File: config.mk
export PLATFORM = sky130hd
export DESIGN_NAME = icache_snoop_invalidate_flat
export DESIGN_NICKNAME = d
export VERILOG_FILES = /design/src/rtl/icache_snoop_invalidate_if.sv /design/src/rtl/icache_snoop_invalidate.sv /design/src/flat_wrapper.sv
export SDC_FILE = /design/constraint.sdc
export NUM_CORES = 1
export LEC_CHECK = 0
export CELL_PAD_IN_SITES_DETAIL_PLACEMENT = 2
export CELL_PAD_IN_SITES_GLOBAL_PLACEMENT = 2
export CORE_MARGIN = 2
export CORE_UTILIZATION = 22
export DETAILED_ROUTE_END_ITERATION = 7
export PLACE_DENSITY_LB_ADDON = 0.08
export SLEW_MARGIN = 5
export SYNTH_ARGS = -nofsm -noshare
export SYNTH_HDL_FRONTEND = slang
export SYNTH_SLANG_ARGS = --single-unit
File: constraint.sdc
create_clock -name i_clk -period 3.3 [get_ports i_clk]
set_input_delay 0.66 -clock i_clk [delete_from_list [all_inputs] [get_ports i_clk]]
set_output_delay 0.66 -clock i_clk [all_outputs]
set_load 0.05 [all_outputs]
File: src/rtl/icache_snoop_invalidate_if.sv
// Bundle between the dcache->icache snoop stage, its address FIFO, the icache
// tag array and the icache fill arbiter.
interface icache_snoop_invalidate_if #(
  parameter int unsigned INDEX_WIDTH = 7
);
  localparam int unsigned TAG_WIDTH = 28 - INDEX_WIDTH;
  localparam int unsigned SET_WIDTH = 4 * (TAG_WIDTH + 1);

  logic                   accept_do;
  logic [31:0]            accept_address;
  logic                   accept_empty;
  logic                   icache_busy;
  logic                   icache_flush;
  logic                   snoop_busy;
  logic                   tag_rd_do;
  logic [INDEX_WIDTH-1:0] tag_rd_index;
  logic [SET_WIDTH-1:0]   tag_rd_data;
  logic                   tag_wr_do;
  logic [INDEX_WIDTH-1:0] tag_wr_index;
  logic [SET_WIDTH-1:0]   tag_wr_data;
  logic                   snoop_hit;
  logic [31:0]            snoop_hit_address;

  modport master (
    output accept_do,
    input  accept_address,
    input  accept_empty,
    input  icache_busy,
    input  icache_flush,
    output snoop_busy,
    output tag_rd_do,
    output tag_rd_index,
    input  tag_rd_data,
    output tag_wr_do,
    output tag_wr_index,
    output tag_wr_data,
    output snoop_hit,
    output snoop_hit_address
  );

  modport slave (
    input  accept_do,
    output accept_address,
    output accept_empty,
    output icache_busy,
    output icache_flush,
    input  snoop_busy,
    input  tag_rd_do,
    input  tag_rd_index,
    output tag_rd_data,
    input  tag_wr_do,
    input  tag_wr_index,
    input  tag_wr_data,
    input  snoop_hit,
    input  snoop_hit_address
  );
endinterface

File: src/rtl/icache_snoop_invalidate.sv
// Pops dcache-written line addresses and clears the valid bit of every icache way
// whose tag matches, so self-modifying code never executes stale icache lines.
module icache_snoop_invalidate #(
  parameter int unsigned INDEX_WIDTH = 7
) (
  input logic                       i_clk,
  input logic                       i_rst_n,
  icache_snoop_invalidate_if.master bus
);
  localparam int unsigned TAG_WIDTH = 28 - INDEX_WIDTH;
  localparam int unsigned WAY_WIDTH = TAG_WIDTH + 1;
  localparam int unsigned NUM_WAYS  = 4;
  localparam int unsigned SET_WIDTH = NUM_WAYS * WAY_WIDTH;

  typedef enum logic {StIdle, StCheck} state_e;

  state_e                r_state;
  state_e                w_state_d;
  logic [31:0]           r_addr;
  logic [31:0]           r_hit_addr;
  logic                  w_start;
  logic                  w_hit;
  logic [NUM_WAYS-1:0]   w_match;
  logic [SET_WIDTH-1:0]  w_wr_data;

  // Read data arrives in CHECK; matching ways lose only their valid bit.
  always_comb begin
    w_wr_data = bus.tag_rd_data;
    w_match   = '0;
    for (int w = 0; w < NUM_WAYS; w++) begin
      w_match[w] = bus.tag_rd_data[w*WAY_WIDTH + TAG_WIDTH] &&
                   (bus.tag_rd_data[w*WAY_WIDTH +: TAG_WIDTH] == r_addr[31:INDEX_WIDTH+4]);
      if (w_match[w]) begin
        w_wr_data[w*WAY_WIDTH + TAG_WIDTH] = 1'b0;
      end
    end
  end

  always_comb begin
    w_state_d      = r_state;
    w_start        = 1'b0;
    w_hit          = 1'b0;
    bus.accept_do  = 1'b0;
    bus.tag_rd_do  = 1'b0;
    bus.tag_wr_do  = 1'b0;
    bus.snoop_busy = 1'b0;
    unique case (r_state)
      StIdle: begin
        if (!bus.accept_empty && bus.icache_flush) begin
          // A full flush is in progress, so queued snoops are simply drained.
          bus.accept_do = 1'b1;
        end else if (!bus.accept_empty && !bus.icache_busy) begin
          bus.accept_do  = 1'b1;
          bus.tag_rd_do  = 1'b1;
          bus.snoop_busy = 1'b1;
          w_start        = 1'b1;
          w_state_d      = StCheck;
        end
      end
      StCheck: begin
        bus.snoop_busy = 1'b1;
        w_hit          = |w_match;
        bus.tag_wr_do  = w_hit;
        w_state_d      = StIdle;
      end
      default: w_state_d = StIdle;
    endcase
  end

  assign bus.tag_rd_index = bus.accept_address[INDEX_WIDTH+3:4];
  assign bus.tag_wr_index = r_addr[INDEX_WIDTH+3:4];
  assign bus.tag_wr_data  = w_wr_data;
  assign bus.snoop_hit    = w_hit;
  // Hit address shows the new line in the hit cycle, then holds it until the next hit.
  assign bus.snoop_hit_address = w_hit ? r_addr : r_hit_addr;

  always_ff @(posedge i_clk or negedge i_rst_n) begin
    if (!i_rst_n) begin
      r_state    <= StIdle;
      r_addr     <= '0;
      r_hit_addr <= '0;
    end else begin
      r_state <= w_state_d;
      if (w_start) begin
        r_addr <= bus.accept_address;
      end
      if (w_hit) begin
        r_hit_addr <= r_addr;
      end
    end
  end
endmodule

File: src/flat_wrapper.sv
// flat-port wrapper written by rule: the top's interface ports become plain ports
module icache_snoop_invalidate_flat 
#(
  parameter int unsigned INDEX_WIDTH = 7
)
  (i_clk, i_rst_n, bus_accept_do, bus_accept_address, bus_accept_empty, bus_icache_busy, bus_icache_flush, bus_snoop_busy, bus_tag_rd_do, bus_tag_rd_index, bus_tag_rd_data, bus_tag_wr_do, bus_tag_wr_index, bus_tag_wr_data, bus_snoop_hit, bus_snoop_hit_address);
  icache_snoop_invalidate_if #(.INDEX_WIDTH(INDEX_WIDTH)) bus_i ();
  input logic i_clk;
  input logic i_rst_n;
  output wire logic [$bits(bus_i.accept_do)-1:0] bus_accept_do;
  input wire logic [$bits(bus_i.accept_address)-1:0] bus_accept_address;
  input wire logic [$bits(bus_i.accept_empty)-1:0] bus_accept_empty;
  input wire logic [$bits(bus_i.icache_busy)-1:0] bus_icache_busy;
  input wire logic [$bits(bus_i.icache_flush)-1:0] bus_icache_flush;
  output wire logic [$bits(bus_i.snoop_busy)-1:0] bus_snoop_busy;
  output wire logic [$bits(bus_i.tag_rd_do)-1:0] bus_tag_rd_do;
  output wire logic [$bits(bus_i.tag_rd_index)-1:0] bus_tag_rd_index;
  input wire logic [$bits(bus_i.tag_rd_data)-1:0] bus_tag_rd_data;
  output wire logic [$bits(bus_i.tag_wr_do)-1:0] bus_tag_wr_do;
  output wire logic [$bits(bus_i.tag_wr_index)-1:0] bus_tag_wr_index;
  output wire logic [$bits(bus_i.tag_wr_data)-1:0] bus_tag_wr_data;
  output wire logic [$bits(bus_i.snoop_hit)-1:0] bus_snoop_hit;
  output wire logic [$bits(bus_i.snoop_hit_address)-1:0] bus_snoop_hit_address;
  assign bus_accept_do = bus_i.accept_do;
  assign bus_i.accept_address = bus_accept_address;
  assign bus_i.accept_empty = bus_accept_empty;
  assign bus_i.icache_busy = bus_icache_busy;
  assign bus_i.icache_flush = bus_icache_flush;
  assign bus_snoop_busy = bus_i.snoop_busy;
  assign bus_tag_rd_do = bus_i.tag_rd_do;
  assign bus_tag_rd_index = bus_i.tag_rd_index;
  assign bus_i.tag_rd_data = bus_tag_rd_data;
  assign bus_tag_wr_do = bus_i.tag_wr_do;
  assign bus_tag_wr_index = bus_i.tag_wr_index;
  assign bus_tag_wr_data = bus_i.tag_wr_data;
  assign bus_snoop_hit = bus_i.snoop_hit;
  assign bus_snoop_hit_address = bus_i.snoop_hit_address;
  icache_snoop_invalidate #(.INDEX_WIDTH(INDEX_WIDTH)) u_core (.i_clk(i_clk), .i_rst_n(i_rst_n), .bus(bus_i));
endmodule
=== Yosys cells after proc, flatten, opt, wreduce, memory -nomap -nowiden ===
Cells that the tools add are included.

* Multiplexer cells: 13
* Div/mod/pow operators: 0
* Reductions and logical operators: 9
* Shift operators: 0
* Bitwise logic cells: 1
* Add/sub/neg operators: 0
* Multiply operators: 0
* Equal/unequal tests: 4
* Order comparisons: 0

{| class="wikitable"
|+ Operator list
! kind !! count
|-
| $eq 21x21->1 || 4
|-
| $mux 32 || 1
|-
| $mux 1 || 10
|-
| $logic_and 1x1->1 || 6
|-
| $pmux 1 s2 || 2
|-
| $reduce_or 4->1 || 1
|-
| $logic_not 1->1 || 2
|-
| $not 1->1 || 1
|}

* Bits in registers: 65
* Bits in read-only memories: 0
* Memory bits (writable): 0
* Word-level logic and storage cells: 30
* Memories kept: 0
* Output and inout port bits: 139
* Bits of input ports: 125
* Bits in latches: 0

=== Logic depth before layout (Yosys ltp) ===
Gate-level depths: netlist (run 1).

* Word-level depth: 5
* Depth in mapped cells: 8

=== Worst setup path before layout (run 1) ===
No wires, ideal clock.

* Kind: in2out
* Start point: in bus_tag_rd_data[23]
* End point: out bus_tag_wr_do
* Slack: -0.022 ns
* Stages: 6
* Required time: 2.640 ns
* Buffers on the path: 1
* Arrival: 2.662 ns
* Cells stage by stage: xnor2_1 > nand4_1 > nor4_1 > nand3_1 > a41oi_1 > buf_4

* Word-level cells in the longest chain between the ends: 4

{| class="wikitable"
|+ RTL lines
! element !! line !! source
|-
| start, declared || flat_wrapper.sv:18 || <nowiki>input wire logic [$bits(bus_i.tag_rd_data)-1:0] bus_tag_rd_data;</nowiki>
|-
| $eq 21x21->1 || icache_snoop_invalidate.sv:32 || <nowiki>(bus.tag_rd_data[w*WAY_WIDTH +: TAG_WIDTH] == r_addr[31:INDEX_WIDTH+4]);</nowiki>
|-
| $logic_and 1x1->1 || icache_snoop_invalidate.sv:31 || <nowiki>w_match[w] = bus.tag_rd_data[w*WAY_WIDTH + TAG_WIDTH] &&</nowiki>
|-
| $reduce_or 4->1 || icache_snoop_invalidate.sv:62 || <nowiki>w_hit = |w_match;</nowiki>
|-
| $mux 1 || -- ||
|-
| end, declared || flat_wrapper.sv:19 || <nowiki>output wire logic [$bits(bus_i.tag_wr_do)-1:0] bus_tag_wr_do;</nowiki>
|}

No other way between the ends.

=== Worst setup path in the final report (run 1) ===
* Start point: reg u_core.r_addr[12]
* End point: out bus_snoop_hit_address[7]

* Word-level cells in the longest chain between the ends: 5

{| class="wikitable"
|+ RTL lines
! element !! line !! source
|-
| start, declared || icache_snoop_invalidate.sv:19 || <nowiki>logic [31:0] r_addr;</nowiki>
|-
| start signal, assigned || icache_snoop_invalidate.sv:85 || <nowiki>r_addr <= bus.accept_address;</nowiki>
|-
| $eq 21x21->1 || icache_snoop_invalidate.sv:32 ||
|-
| $logic_and 1x1->1 || icache_snoop_invalidate.sv:31 ||
|-
| $reduce_or 4->1 (*) || icache_snoop_invalidate.sv:62 ||
|-
| $mux 1 (*) || icache_snoop_invalidate.sv:47 || <nowiki>unique case (r_state)</nowiki>
|-
| $mux 32 (*) || -- ||
|-
| end, declared || flat_wrapper.sv:23 || <nowiki>output wire logic [$bits(bus_i.snoop_hit_address)-1:0] bus_snoop_hit_address;</nowiki>
|}

Every way passes the cells marked *; elsewhere a longest branch is shown, timed or not.

==> results of run 1 <==
## registers in the layout, summed over array words and instances (netlist names)
name               count
u_core.r_addr         32
u_core.r_hit_addr     32
u_core.r_state         1
## stage by stage
step                hold slack [ns]  setup WS (ns)
floorplan                    0.3644         0.3183
global placement             0.4789        -0.6035
detailed placement           0.4794        -0.6765
CTS                          0.4752        -0.2156
global route                 0.4991        -0.3281
finish                       0.4203        -0.2276
## cell usage in the layout, fill, tap and decap left out, types with 17 or more instances in the layout
cell | synthesis | routed
buf_12 | 0 | 18
buf_4 | 99 | 50
buf_6 | 6 | 19
clkbuf_2 | 0 | 17
clkdlybuf4s50_1 | 0 | 143
dfrtp_1 | 65 | 47
dfrtp_2 | 0 | 18
dlygate4sd2_1 | 0 | 33
mux2_2 | 34 | 32
mux2_4 | 30 | 32
xnor2_1 | 76 | 47
xnor2_2 | 0 | 29
## power breakdown
group | internal, uW | switching, uW | total, uW
clock | 746 | 405 | 1150
sequential | 888 | 190 | 1080
combinational | 573 | 603 | 1180
total | 2210 | 1200 | 3410
## worst paths after layout
path,from,to,cells after the start
setup / recovery,u_core.r_addr[12],bus_snoop_hit_address[7],10
hold / removal,i_rst_n,u_core.r_addr[15],1
setup reg to reg,u_core.r_addr[12],u_core.r_hit_addr[7],10
hold reg to reg,u_core.r_hit_addr[17],u_core.r_hit_addr[17],1
max in group asynchronous,i_rst_n,u_core.r_addr[13],1
min in group i_clk,u_core.r_hit_addr[17],u_core.r_hit_addr[17],1
## routing by layer
metal | global-route usage (%) | up-vias
met3 | 4.796 | 12
met5 | 0 | -
li1 | - | 1601
met4 | 4.265 | 0
met1 | 19.02 | 1773
met2 | 32.52 | 155
## logic make-up (layout without fill, tap and decap cells)
group	Yosys count	count (layout)
muxes	64	64
AOI/OAI and AO/OA	8	8
DFF	65	65
and+or+nand+nor	37	37
buffers and inverters	128	340
xor gates and xnor gates	84	84
## area by class of cell
type / instances / area share [%]
Multi-Input combinational cell: 193 / 28.23
Inverter: 2 / 0.09612
Sequential cell: 65 / 21.12
Timing Repair Buffer: 322 / 41.83
Tap cell: 265 / 4.245
Clock buffer: 9 / 2.884
Clock inverter: 7 / 1.602
## timing repair
| item | in CTS | in global routing |
|---|---|---|
| buffers inserted | 24 | 14 |
| pin swaps | 61 | 43 |
| gates cloned | 3 | 1 |
| resized for setup | 210 | 67 |
| setup endpoints to repair | 34 | 34 |
## worst max-delay path, delay by kind of cell (launching register included)
kind	cells	cell delay (ns)
DFF	1	0.51
AOI/OAI and AO/OA	1	0.27
buffers and inverters	4	0.57
and+or+nand+nor	3	0.70
muxes	1	0.32
xor gates and xnor gates	1	0.17
==> metrics.yaml, run 1 <==
initial_core_util_pct: 22.57
worstSetupEndpointType: "primary output"
relSlewSlack_pct: 40.64
drt_iter0_markers: 33
wl_met2_um: 9759
io_pins: 264
fillers: 2039
synth_commonest_cells: "buf_4 (99), xnor2_1 (76), dfrtp_1 (65), mux2_2 (34), mux2_4 (30)"
ys_seq_area_share_pct: 36.79
insertion_delay_ns: 0.34
core_area_mm2: 0.01959
dpl.hpwl_um: 13950
ir_worst_vdd_uv: 275.4
synth_top_family_by_area: "buffers and inverters"
fin_ws_ns: -0.2276
cts_tree: "done"
drc: 0
p_leak_uw: 0.003310
place_congestion: 0.7470
synth_simple_gate_area_share_pct: 5.207
ys_warn_count: 0
crit_fanout: 6
numPortBuffers: 263
rows: 51
muxShareOfSynthArea_pct: 18.85
vias: 3541
grt_max_degree: 66
multi_input_area_mm2: 0.002205
cts_sinks: 65
postSynthCellCount: 386
dr.pass1.iters: 4
fin_tns_setup_ns: -5.666
wirelength_um: 18330
die_height_um: 145.8
antenna_found_initial: 0
setup_viol: 32
wl_met1_um: 7160
ff2ff_setup_slack_ns: 0.69
outcome: "finished, violations left"
antenna_cells: 0
synth_top_area_share_pct: 36.79
grt_usage_pct: 17.26
hold_viol: 0
fin_util_pct: 39.87
dpl_cell_area_mm2: 0.006738
final_nets: 718
cp.arrival_ns: 2.87
syn_area_mm2: 0.004422
fin_worst_skew_ns: 0.01009
final_area_mm2: 0.007810
area_growth_pct: 76.63
instances_no_fill: 863
hp-class: "input port to asynchronous set/reset pin"
clkTransAtPathRegs_ns: 0.06
grt_overflow: 0
ctsHoldBuffers: 0
syn_avg_cell_area_um2: 11.46
worst_slew_pin_slew_ns: 0.8904
viasPerCell: 4.103
synth_seq_cells: 65
max-cap-violations: 0
wl_met3_um: 1220
crit_path_frequent_cell: "buf_8"
drive_gt1_share_pct: 46.49
topRoutingLayerUsed: "met4"
min_period_ns: 3.528
critPathLaunchType: "register"
grt_pass1_vias: 4172
root_buffer: "clkbuf_16"
clock.fmax_mhz: 283.5
synth_area_leaders: "dfrtp_1 (37%), buf_4 (17%), xnor2_1 (15%), mux2_4 (10%), mux2_2 (8.7%)"
yosysMostFrequentCell: "buf_4"
fin_crit_sh_pct: 106.9
cp.required_ns: 2.64
slowest_stage: "dfrtp_2"
synthAdderAreaFrac_pct: 0
violations: "setup timing"
register_area_mm2: 0.001649
synth-xor-area-share_pct: 16.64
synth_top_area_cell: "dfrtp_1"
drv_slew: 0
crit_path_max_incr_delay_ns: 0.51
ys_async_sr_fraction_pct: 100.0
critical_path_class: "register to primary output"
dpl.cell_count: 811
fp.dieW_um: 145.8
cts_buffer_depth: 2
numCtsBuffers: 9
wl_per_cell_um: 21.24
grt_pass1_wl_um: 27230
postRouteAntennaNets: 0
p_per_area_mw_per_mm2: 436.1
synth_top_flop_cell: "dfrtp_1"
path_cells: "xnor2_2, nand4_1, nor4_4, nand3_2, a41oi_4, buf_6, buf_8, buf_16, mux2_4, buf_8"
rsz0062_at_grt: "true"
synth-compound-area-share_pct: 1.839
cts-htree-levels: 3
fp.dieArea_mm2: 0.02125
p_total_uw: 3406
synth_cell_type_count: 20
syn_nets: 511
synth_edf_count: 0
Note: power is estimated with default switching activity, not from simulation.
==> run 2, diff against run 1 <==
- CTS_CLUSTER_DIAMETER: default -> 50
==> results of run 2 <==
No change in the layout: final DEF, timing and power equal those of run 1.
==> run 3, diff against run 2 <==
- CAP_MARGIN: default -> 20
==> results of run 3 <==
No change in the layout: final DEF, timing and power equal those of run 1.
